### config.mk
export PLATFORM = sky130hd
export DESIGN_NAME = fetch_pc_gen_flat
export DESIGN_NICKNAME = d
export VERILOG_FILES = /design/src/rtl/fetch_pc_gen_if.sv /design/src/rtl/fetch_pc_gen.sv /design/src/flat_wrapper.sv
export SDC_FILE = /design/constraint.sdc
export NUM_CORES = 1
export LEC_CHECK = 0
export BUFFER_PORTS_ARGS = -buffer_cell sky130_fd_sc_hd__buf_2
export CORE_ASPECT_RATIO = 1.5
export CORE_MARGIN = 4
export CORE_UTILIZATION = 30
export CTS_CLUSTER_SIZE = 20
export DETAILED_ROUTE_END_ITERATION = 10
export SLEW_MARGIN = 25
export SYNTH_ARGS = -nofsm -noshare
export SYNTH_HDL_FRONTEND = slang
export SYNTH_SLANG_ARGS = --single-unit
### constraint.sdc
create_clock -name clk -period 2.3 [get_ports clk]
set_input_delay 0.345 -clock clk [delete_from_list [all_inputs] [get_ports clk]]
set_output_delay 0.345 -clock clk [all_outputs]
set_load 0.01 [all_outputs]
### src/rtl/fetch_pc_gen_if.sv
// Fetch-address bus between the PC generator and the fetch stage.
// The master side issues accept/redirect/halt; the slave side presents the group.
interface fetch_pc_gen_if #(
   parameter int unsigned ADDR_W      = 32,
   parameter int unsigned FETCH_WIDTH = 4
);
   logic                            load_pc;
   logic                            redirect_valid;
   logic [ADDR_W-1:0]               redirect_pc;
   logic                            halt;
   logic [FETCH_WIDTH*ADDR_W-1:0]   fetch_addr;
   logic [FETCH_WIDTH-1:0]          fetch_valid;
   logic                            halted;
   logic [31:0]                     group_count;

   modport master (
      output load_pc, redirect_valid, redirect_pc, halt,
      input  fetch_addr, fetch_valid, halted, group_count
   );

   modport slave (
      input  load_pc, redirect_valid, redirect_pc, halt,
      output fetch_addr, fetch_valid, halted, group_count
   );
endinterface

### src/rtl/fetch_pc_gen.sv
// Superscalar fetch-address generator: presents an aligned group of
// FETCH_WIDTH word addresses per cycle with per-slot valid bits, and
// supports stall, one-cycle redirect, halt and an issued-group counter.
module fetch_pc_gen #(
   parameter int unsigned       ADDR_W      = 32,
   parameter int unsigned       FETCH_WIDTH = 4,
   parameter logic [ADDR_W-1:0] PC_START    = ADDR_W'(32'h00400020)
) (
   input logic           clk,
   input logic           reset,
   fetch_pc_gen_if.slave bus
);

   // Group size in bytes; mask selects the within-group byte offset.
   localparam int unsigned       GB      = 4 * FETCH_WIDTH;
   localparam logic [ADDR_W-1:0] GB_MASK = ADDR_W'(GB - 1);
   localparam logic [ADDR_W-1:0] WORD_MASK = ADDR_W'(3);

   typedef enum logic [1:0] {
      ST_BOOT = 2'd0,
      ST_RUN  = 2'd1,
      ST_HALT = 2'd2
   } state_t;

   state_t            state_q;
   logic [ADDR_W-1:0] pc_q;
   logic [ADDR_W-1:0] pc_d;
   logic [31:0]       count_q;
   logic [31:0]       count_d;
   logic [ADDR_W-1:0] base_s;
   logic [ADDR_W-1:0] off_s;
   logic              issue_s;

   assign base_s  = pc_q & ~GB_MASK;
   assign off_s   = (pc_q & GB_MASK) >> 2;
   assign issue_s = (state_q == ST_RUN) && bus.load_pc && !bus.redirect_valid;

   // Next PC and group counter: redirect beats issue, otherwise hold.
   always_comb begin
      pc_d    = pc_q;
      count_d = count_q;
      if (bus.redirect_valid) begin
         pc_d = bus.redirect_pc & ~WORD_MASK;
      end else if (issue_s) begin
         pc_d = base_s + ADDR_W'(GB);
      end else begin
         pc_d = pc_q;
      end
      if (issue_s) begin
         count_d = count_q + 32'd1;
      end else begin
         count_d = count_q;
      end
   end

   // State register, PC and counter; reset wins over everything.
   always_ff @(posedge clk) begin
      if (reset) begin
         state_q <= ST_BOOT;
         pc_q    <= PC_START & ~WORD_MASK;
         count_q <= 32'd0;
      end else begin
         pc_q    <= pc_d;
         count_q <= count_d;
         case (state_q)
            ST_BOOT: state_q <= ST_RUN;
            ST_RUN: begin
               if (bus.halt && !bus.redirect_valid) begin
                  state_q <= ST_HALT;
               end else begin
                  state_q <= ST_RUN;
               end
            end
            ST_HALT: begin
               if (bus.redirect_valid) begin
                  state_q <= ST_RUN;
               end else begin
                  state_q <= ST_HALT;
               end
            end
            default: state_q <= ST_BOOT;
         endcase
      end
   end

   // Slot addresses are always driven; slots before the entry offset are invalid.
   always_comb begin
      bus.fetch_addr  = '0;
      bus.fetch_valid = '0;
      for (int i = 0; i < int'(FETCH_WIDTH); i++) begin
         bus.fetch_addr[i*ADDR_W +: ADDR_W] = base_s + ADDR_W'(4 * i);
         bus.fetch_valid[i] = (state_q == ST_RUN) && (ADDR_W'(i) >= off_s);
      end
   end

   assign bus.halted      = (state_q == ST_HALT);
   assign bus.group_count = count_q;

endmodule

### src/flat_wrapper.sv
// flat-port wrapper written by rule: the top's interface ports become plain ports
module fetch_pc_gen_flat 
#(
   parameter int unsigned       ADDR_W      = 32,
   parameter int unsigned       FETCH_WIDTH = 4,
   parameter logic [ADDR_W-1:0] PC_START    = ADDR_W'(32'h00400020)
)
  (clk, reset, bus_load_pc, bus_redirect_valid, bus_redirect_pc, bus_halt, bus_fetch_addr, bus_fetch_valid, bus_halted, bus_group_count);
  fetch_pc_gen_if #(.ADDR_W(ADDR_W), .FETCH_WIDTH(FETCH_WIDTH)) bus_i ();
  input logic clk;
  input logic reset;
  input wire logic [$bits(bus_i.load_pc)-1:0] bus_load_pc;
  input wire logic [$bits(bus_i.redirect_valid)-1:0] bus_redirect_valid;
  input wire logic [$bits(bus_i.redirect_pc)-1:0] bus_redirect_pc;
  input wire logic [$bits(bus_i.halt)-1:0] bus_halt;
  output wire logic [$bits(bus_i.fetch_addr)-1:0] bus_fetch_addr;
  output wire logic [$bits(bus_i.fetch_valid)-1:0] bus_fetch_valid;
  output wire logic [$bits(bus_i.halted)-1:0] bus_halted;
  output wire logic [$bits(bus_i.group_count)-1:0] bus_group_count;
  assign bus_i.load_pc = bus_load_pc;
  assign bus_i.redirect_valid = bus_redirect_valid;
  assign bus_i.redirect_pc = bus_redirect_pc;
  assign bus_i.halt = bus_halt;
  assign bus_fetch_addr = bus_i.fetch_addr;
  assign bus_fetch_valid = bus_i.fetch_valid;
  assign bus_halted = bus_i.halted;
  assign bus_group_count = bus_i.group_count;
  fetch_pc_gen #(.ADDR_W(ADDR_W), .FETCH_WIDTH(FETCH_WIDTH), .PC_START(PC_START)) u_core (.clk(clk), .reset(reset), .bus(bus_i));
endmodule
==> results.txt, run 1 <==
- Flops & latches, synth: 64
- Global route overflow: 0
* Setup repair after global routing missed its margin: false
* Count of routing violations after the opening detailed-route iteration: around 110
- In the synthesized netlist the dominant register cell turns out to be dfxtp_1.
- In this run the most critical hold path is launched from bus_redirect_pc[6].
- In the synthesized netlist, the number of instances is 519.
- Initial antenna violation count: 0
- Number of violations of the max-capacitance limit: 0
- Share of the yosys chip area belonging to registers: approximately 30%
- Final critical delay including setup and external delays: 1.979 ns
* Die height: 154.2 µm
* CTS Sinks: 64
- Async set-or-reset flop fraction in the synthesized netlist: 0%
* Worst Max-Slew Pin Slew: 0.7657 ns
* XOR/XNOR Fraction of Synth Area: 9.216%
- Via count of the first global-routing pass: 3368
* Quantity of I/O buffers inserted on ports: 183
- In this run the critical register-to-register path is captured at u_core.pc_q[19].
* Warning count from the yosys run: 0
* Root buffer selected by CTS: clkbuf_16
- Dividing total power by cell area gives a power density of 617.0 nW/µm².
* Cells on worst reg2reg path: 4
- CP startpoint kind: register
- In the final layout, the share of cells above drive strength 1 is between 30% and 40%.
- Top-Level Pins: slightly above 200
- The number of max-slew violations in the final report is 0.
- The filler cells instantiated in the layout total 1517.
- Counting tap cells, the placed design contains a total of 778 instances.
- Launch instance of the worst register-to-register path: u_core.state_q[1]
- Clock-pin slew was measured on the worst setup and hold paths at 0.06 ns.
* FMAX: 505.2 MHz
* Post-synthesis average cell area: 8.240 µm²
* All-Layer GR Usage: 12.91%
- Detailed routing inserted a total of about 3.5k vias.
- For this design, the CTS-stage hold fixing added 0 buffers.
- Crit path arrival time: 2.22 ns
* Floorplan Core Area: 13990 µm²
- Number of nets in the layout: roughly 640
* Antenna diode count: 0
- Post_cts resized: 0
- By area, the combinational part of the netlist is dominated by buffers and inverters.
- Synth unique cells: 50
- TritonCTS clock tree: yes
* First-pass GRT wire length: 16.96 mm
- In this run the cell area of the synthesized design comes to 4277 µm².
- Of all nets on the critical path, the largest fanout is 6.
- Largest stage delay on the critical path: 0.64 ns
- Maximum clock skew at final layout: 0.006885 ns
- Setup violations remaining at the end of the flow were counted as 0.
- Count of buffers added by post-CTS timing repair for setup: 0
- After detailed routing, the average wire length per cell comes to 13.26 µm.
- The die covers 16270 µm².
- Average vias per placed instance: 4.426
* Hold violation count in the final report: 0
- Number of enable-type register cells in the synthesized netlist: 0
- VDD sags by at most 0.2816 mV.
- The initial utilization of the core area, before any placement, comes to 30.56%.
* Number of buffers created by CTS: 9
* Capturing element type of the critical path: register
* WHS Endpoint: u_core.pc_q[6]
- Of the post-synthesis cell area, the part taken by muxes is 1.726%.
* Minimum setup slack in the final design: around 0.32 ns
* Buffer levels on the longest clock path: 2
* Total negative setup slack: 0 ns
- Critical Path, Cell by Cell: nand3b_2 -> or4_4 -> or3_1 -> a311oi_1
- The worst register-to-register path has a setup slack of 0.32 ns.
- The critical path is of the reg2reg type.
* Pin count of the biggest net entering global routing: 42
* Share of the synthesized area in compound gates (AO/OA/AOI/OAI): around 7.5%
- Result of the run: finished clean
* Worst skew pair latency: 0.33 ns
- Maximum level of the CTS H-tree: 3
- Synth-to-layout area growth: 13.49%
* Cell count of the worst hold path: 3
- The min-delay analysis places its worst path in the category in2reg.
- At the end of routability-driven placement, the weighted congestion stood at 0.7545.
- In this run the core area contains between 50 and 60 standard-cell rows.
- Cell with the biggest individual delay on the critical path: or4_4
- The synthesized netlist devotes between 20% and 30% of its cell area to simple gates.
* Die Width: 105.5 µm
- Summing the areas of all fa, ha and maj instances in the mapped netlist gives 0.5851% of the synthesized area.
- STA puts the critical path data required time at 2.54 ns.
* Static power due to leakage: about 2.3 nW
* First-pass iteration count of the detailed router: 4
* Pre-CTS worst setup slack: 0.3159 ns
- Summed over all nets, the half-perimeter wirelength after detailed placement is 8.169 mm.
* DR DRC count: 0
- After detailed routing, the total wire length is about 11 mm.
- In this run the tightest slew margin relative to its limit is 48.96%.
- Final std cells w/o fill: about 790
* Post-route antenna net violation count: 0
- Portion of the clock cycle consumed by the worst path in the final layout: 86.06%
==> stage by stage <==
| step | hold WS [ns] | total power, mW | util (%) | instance area (µm²) |
|---|---|---|---|---|
| detailed placement | 0.4863 | 1.655 | 32.56 | 4556 |
| global placement | 0.4726 | 1.650 | 32.56 | 4556 |
| global route | 0.2415 | 3.136 | 34.69 | 4853 |
| CTS | 0.2289 | 3.051 | 34.69 | 4853 |
| finish | 0.2433 | 2.994 | 34.69 | 4853 |
| floorplan | 0.4595 | 1.639 | - | 4329 |
==> kinds of logic (layout without fill, tap and decap cells) <==
logic type | after synthesis | after routing
other | 2 | 16
adder cells (fa/ha/maj) | 2 | 2
AND/OR/NAND/NOR | 189 | 189
XOR/XNOR | 45 | 45
buffers and inverters | 160 | 229
multiplexers | 7 | 7
flip-flops | 64 | 64
AO/OA/AOI/OAI | 50 | 50
==> synth_stat cells, drive strengths merged, types with 2 or more instances <==
cell type / n / area share [%]
and2: 2 / 0.29
xor2: 20 / 4.1
nand2b: 4 / 0.59
inv: 12 / 1.1
nor2b: 5 / 0.73
conb: 2 / 0.18
nor2: 56 / 4.9
and3: 8 / 1.2
mux2: 3 / 0.79
and4: 9 / 1.9
and3b: 2 / 0.41
or3: 4 / 0.59
buf: 132 / 23
clkbuf: 16 / 2.3
o22ai: 2 / 0.29
o21ai: 12 / 1.4
or4: 5 / 1.1
nor4: 7 / 1.8
nand3: 20 / 2.6
a21oi: 14 / 1.6
or2: 3 / 0.44
ha: 2 / 0.59
dfxtp: 64 / 30
xnor2: 25 / 5.1
nor3: 13 / 1.8
a211oi: 14 / 2.7
o21bai: 2 / 0.35
mux2i: 4 / 0.94
a21o: 2 / 0.35
nand2: 29 / 2.5
nand4: 21 / 3.2
==> flip-flops by register name, summed over array words and instances, names as in the netlist <==
| signal | count |
|---|---|
| u_core.state_q | 2 |
| u_core.bus.group_count | 32 |
| u_core.pc_q | 30 |
==> worst max-delay path by stage <==
stage | startpoint | to
finish | u_core.state_q[1] | u_core.pc_q[19]
global route | u_core.state_q[1] | u_core.pc_q[19]
CTS | u_core.state_q[1] | u_core.pc_q[19]
detailed placement | u_core.state_q[1] | u_core.pc_q[19]
global placement | u_core.state_q[1] | u_core.pc_q[19]
floorplan | u_core.bus.group_count[0] | u_core.bus.group_count[22]
==> routing by layer <==
metal  GRT usage (%)  share of wire, %  wire [µm]
met3           3.382               7.1        747
met4           4.565               1.4        147
met1           14.32                40       4265
met2           23.51                51       5370
met5               0                 0          0
==> area by class of cell <==
type	count	area [µm²]	share of cell area (%)
Multi-Input combinational cell	309	1913	39.42
Timing Repair Buffer	201	1076	22.17
Inverter	12	45.04	0.9281
Sequential cell	64	1281	26.40
Clock buffer	10	229.0	4.718
Tap cell	192	240.2	4.950
Clock inverter	6	68.82	1.418
==> report_power, final <==
group          switching [mW]  internal [mW]
clock network           0.530          0.844
logic                   0.235          0.176
registers              0.0629           1.15
==> worst max-delay path, delay by kind of cell, from the launching register on <==
family             cells  cell delay, ns
and+or+nand+nor        3            1.28
DFF                    1            0.35
AOI/OAI and AO/OA      1            0.25
==> cell usage in the layout, fill, tap and decap left out, types with 3 or more instances in the layout <==
cell       instances
a211oi_1          12
a21oi_1           14
and3_1             7
and4_1             8
buf_2            183
buf_4             16
clkbuf_16          9
conb_1            16
dfxtp_1           64
inv_1             11
mux2i_1            4
nand2_1           29
nand2b_1           4
nand3_1           18
nand4_1           20
nor2_1            56
nor2b_1            5
nor3_1            11
nor4_1             3
nor4_2             3
o21ai_0           12
or3_1              4
or4_1              3
xnor2_1           25
xor2_1            20
No activity file was read; power rests on OpenSTA's default activity.
==> run 2, diff against run 1 <==
--- a/config.mk
+++ b/config.mk
@@ -6,11 +6,14 @@
 export NUM_CORES = 1
 export LEC_CHECK = 0
 export BUFFER_PORTS_ARGS = -buffer_cell sky130_fd_sc_hd__buf_2
+export CELL_PAD_IN_SITES_DETAIL_PLACEMENT = 1
+export CELL_PAD_IN_SITES_GLOBAL_PLACEMENT = 1
 export CORE_ASPECT_RATIO = 1.5
 export CORE_MARGIN = 4
 export CORE_UTILIZATION = 30
 export CTS_CLUSTER_SIZE = 20
 export DETAILED_ROUTE_END_ITERATION = 10
+export PLACE_DENSITY_LB_ADDON = 0.1
 export SLEW_MARGIN = 25
 export SYNTH_ARGS = -nofsm -noshare
 export SYNTH_HDL_FRONTEND = slang
==> results.txt, run 2 (synthesized netlist as in run 1, its figures left out) <==
* DR WL/cell: 14.74 µm (+11%)
- The clock slew at the register clock pins of the worst setup and hold paths is 0.06 ns (about the same).
* Most common cell after layout, fill and taps aside: buf_2
- The startpoint identified for the worst register-to-register timing path is u_core.bus.group_count[13].
- The maximum number of pins on one net before global-route repair came to 35 (-17%).
- The slowest stage of the critical path belongs to the cell dfxtp_1.
- The headroom to the max-slew limit was 56.09% (+7.1 points).
- The setup clock skew after layout came to 0.008352 ns (+0.001467 ns).
- FMAX: 491.4 MHz (-2.7%)
- Number of buffers created by CTS: 9 (unchanged)
* Top-Level Pins: 202 (unchanged)
- Sequential cell area: 1281 µm² (unchanged)
- The run finished with clean final reports.
- Worst min-delay path startpoint: bus_redirect_pc[7]
- Portion of the clock cycle consumed by the worst path in the final layout: 88.47% (+2.4 points)
- The post-route setup TNS came to 0 ns (unchanged).
- The number of failing setup endpoints in the final timing report came to 0 (unchanged).
* Critical path depth in cells: 5 (+1)
- Crit path arrival time: 2.25 ns (+0.03 ns)
- The area of the multi-input gates is 1913 µm² (unchanged).
- Most frequent cells in the layout: 183 x buf_2, 64 x dfxtp_1, 56 x nor2_1
* Static power due to leakage: 2.252 nW (-0.47%)
* Worst Path Max Fanout: 7 (+1)
- The worst setup path is captured at a register.
- Setup repair after global routing missed its margin: false
- Count of buffers added by post-CTS timing repair for setup: 0 (unchanged)
- The area of placed instances came to 4528 µm² (-0.60%).
- The row count is 53 (unchanged).
* Largest delay share family, worst path: simple AND/OR/NAND/NOR gates
- The power density relative to cell area was 627.0 nW/µm² (+1.6%).
* Largest stage delay on the critical path: 0.43 ns (-0.21 ns)
- Post-route antenna net violation count: 0 (unchanged)
* Die Width: 105.5 µm (unchanged)
- CP Buf/Inv Count: 0 (unchanged)
* Number of cells in the design after placement: 776 (-0.26%)
- The worst hold path belongs to the class in2reg.
- Hold violation count in the final report: 0 (unchanged)
- The antenna diode count came to 0 (unchanged).
* Die height: 154.2 µm (unchanged)
* Buffer levels on the longest clock path: 2 (unchanged)
- Final critical delay including setup and external delays: 2.035 ns (+0.05550 ns)
- The global-route usage over all layers was 14.19% (+1.3 points).
- The worst-case reg-to-reg path depth was 5 (+1).
- Gpl congestion: 0.7353 (-2.5%)
* Via Count: 3540 (+0.74%)
- DR DRC count: 0 (unchanged)
- The required time of the critical path was 2.51 ns (-0.03 ns).
- Die area: 16270 µm² (unchanged)
* Post_cts resized: 0 (unchanged)
- Via count of the first global-routing pass: 3613 (+7.3%)
- The worst setup path is launched from a register.
* Initial antenna violation count: 0 (unchanged)
- Layout cells sized above 1: 39.33% (about the same)
- Root buffer selected by CTS: clkbuf_16
* Average vias per placed instance: 4.470 (+0.99%)
* Final Slew Violations: 0 (unchanged)
- The post-cts hold buffer count is 0 (unchanged).
- Total length of routed wires: 11.68 mm (+11%)
- The transition time at the pin with the least slew margin is 0.6586 ns (-0.1071 ns).
- The total power of the final layout is 3.032 mW (+1.3%).
* Floorplan Core Area: 13990 µm² (unchanged)
- Critical path launch point: u_core.bus.group_count[13]
- The remaining global-route overflow came to 0 (unchanged).
* Synth-to-layout area growth: 13.08%
* Post-route standard cell area excluding fillers: 4836 µm² (-0.36%)
- Cell count of the worst hold path: 3 (unchanged)
- Worst skew pair latency: 0.33 ns (about the same)
- The worst IR drop on VDD was 0.3542 mV (+26%).
- CTS Sinks: 64 (unchanged)
- Count of routing violations after the opening detailed-route iteration: 67 (-41%)
* Maximum level of the CTS H-tree: 3 (unchanged)
* Count of fill cells added during filler insertion: 1721 (+13%)
* Core utilization of the finished layout: 34.56% (-0.13 points)
* Number of violations of the max-capacitance limit: 0 (unchanged)
- Walking the worst path, the cells encountered are and4_1 -> nand4_1 -> or2_1 -> nor3_1 -> mux2_1.
* TritonCTS clock tree: yes
- First-pass iteration count of the detailed router: 4 (unchanged)
* Setup CP Type: reg2reg
- First-pass GRT wire length: 18.80 mm (+11%)
- Starting utilization of the core area: 30.56% (unchanged)
- The final layout net count came to 634 (-0.31%).
* Final std cells w/o fill: 792 (-0.25%)
- HPWL reported at the end of detailed placement: 9.193 mm (+13%)
* Quantity of I/O buffers inserted on ports: 183 (unchanged)
* Flip-flop count of the largest register, all copies and words added: 32 (unchanged)
[run 2: cell count changes in the layout (fill, tap and decap cells not counted), sizes merged]
cell	change
buf	-2
clkbuf	+1
clkinv	-1
clkinvlp	+1
inv	-1
[run 2: cell type report]
cell class / count / share of cell area, %
clock inverters: 5 / 1.138
clock buffers: 11 / 5.226
flip-flops and latches: 64 / 26.49
multi-input cells: 309 / 39.56
well taps: 192 / 4.968
inverters: 12 / 0.9314
repair buffers: 199 / 21.68
[run 2: metrics by stage]
stage,hold WS (ns),setup WS (ns)
floorplan,0.4595,0.3438
global placement,0.4755,0.2915
detailed placement,0.4803,0.2322
CTS,0.2375,0.2091
global route,0.2476,0.03231
finish,0.2432,0.2652
[run 2: per-layer routing]
layer / share of wire, % / vias up / routed length, µm / global-route usage (%)
met5: 0 / - / 0 / 0
met2: 55 / 98 / 6454 / 27.52
met4: 1.0 / 0 / 119 / 3.940
met1: 38 / 1673 / 4380 / 14.74
met3: 6.2 / 10 / 721 / 3.758
li1: - / 1759 / - / -
[run 2: worst register-to-register path, delay by kind of cell (launching register included)]
kind / cells / cell delay, ns
flip-flops: 1 / 0.43
multiplexers: 1 / 0.33
AND/OR/NAND/NOR: 4 / 1.15
[run 2: worst paths after layout]
| path | to | slack (ns) |
|---|---|---|
| setup reg to reg | u_core.bus.group_count[31] | 0.27 |
| setup / recovery | u_core.bus.group_count[31] | 0.27 |
| hold / removal | u_core.pc_q[7] | 0.24 |
| hold reg to reg | u_core.pc_q[2] | 0.49 |
[run 2: power by group]
part | switching [mW] | internal, mW | total (mW)
Combinational | 0.244 | 0.176 | 0.421
Sequential | 0.0615 | 1.15 | 1.21
Clock | 0.509 | 0.894 | 1.40
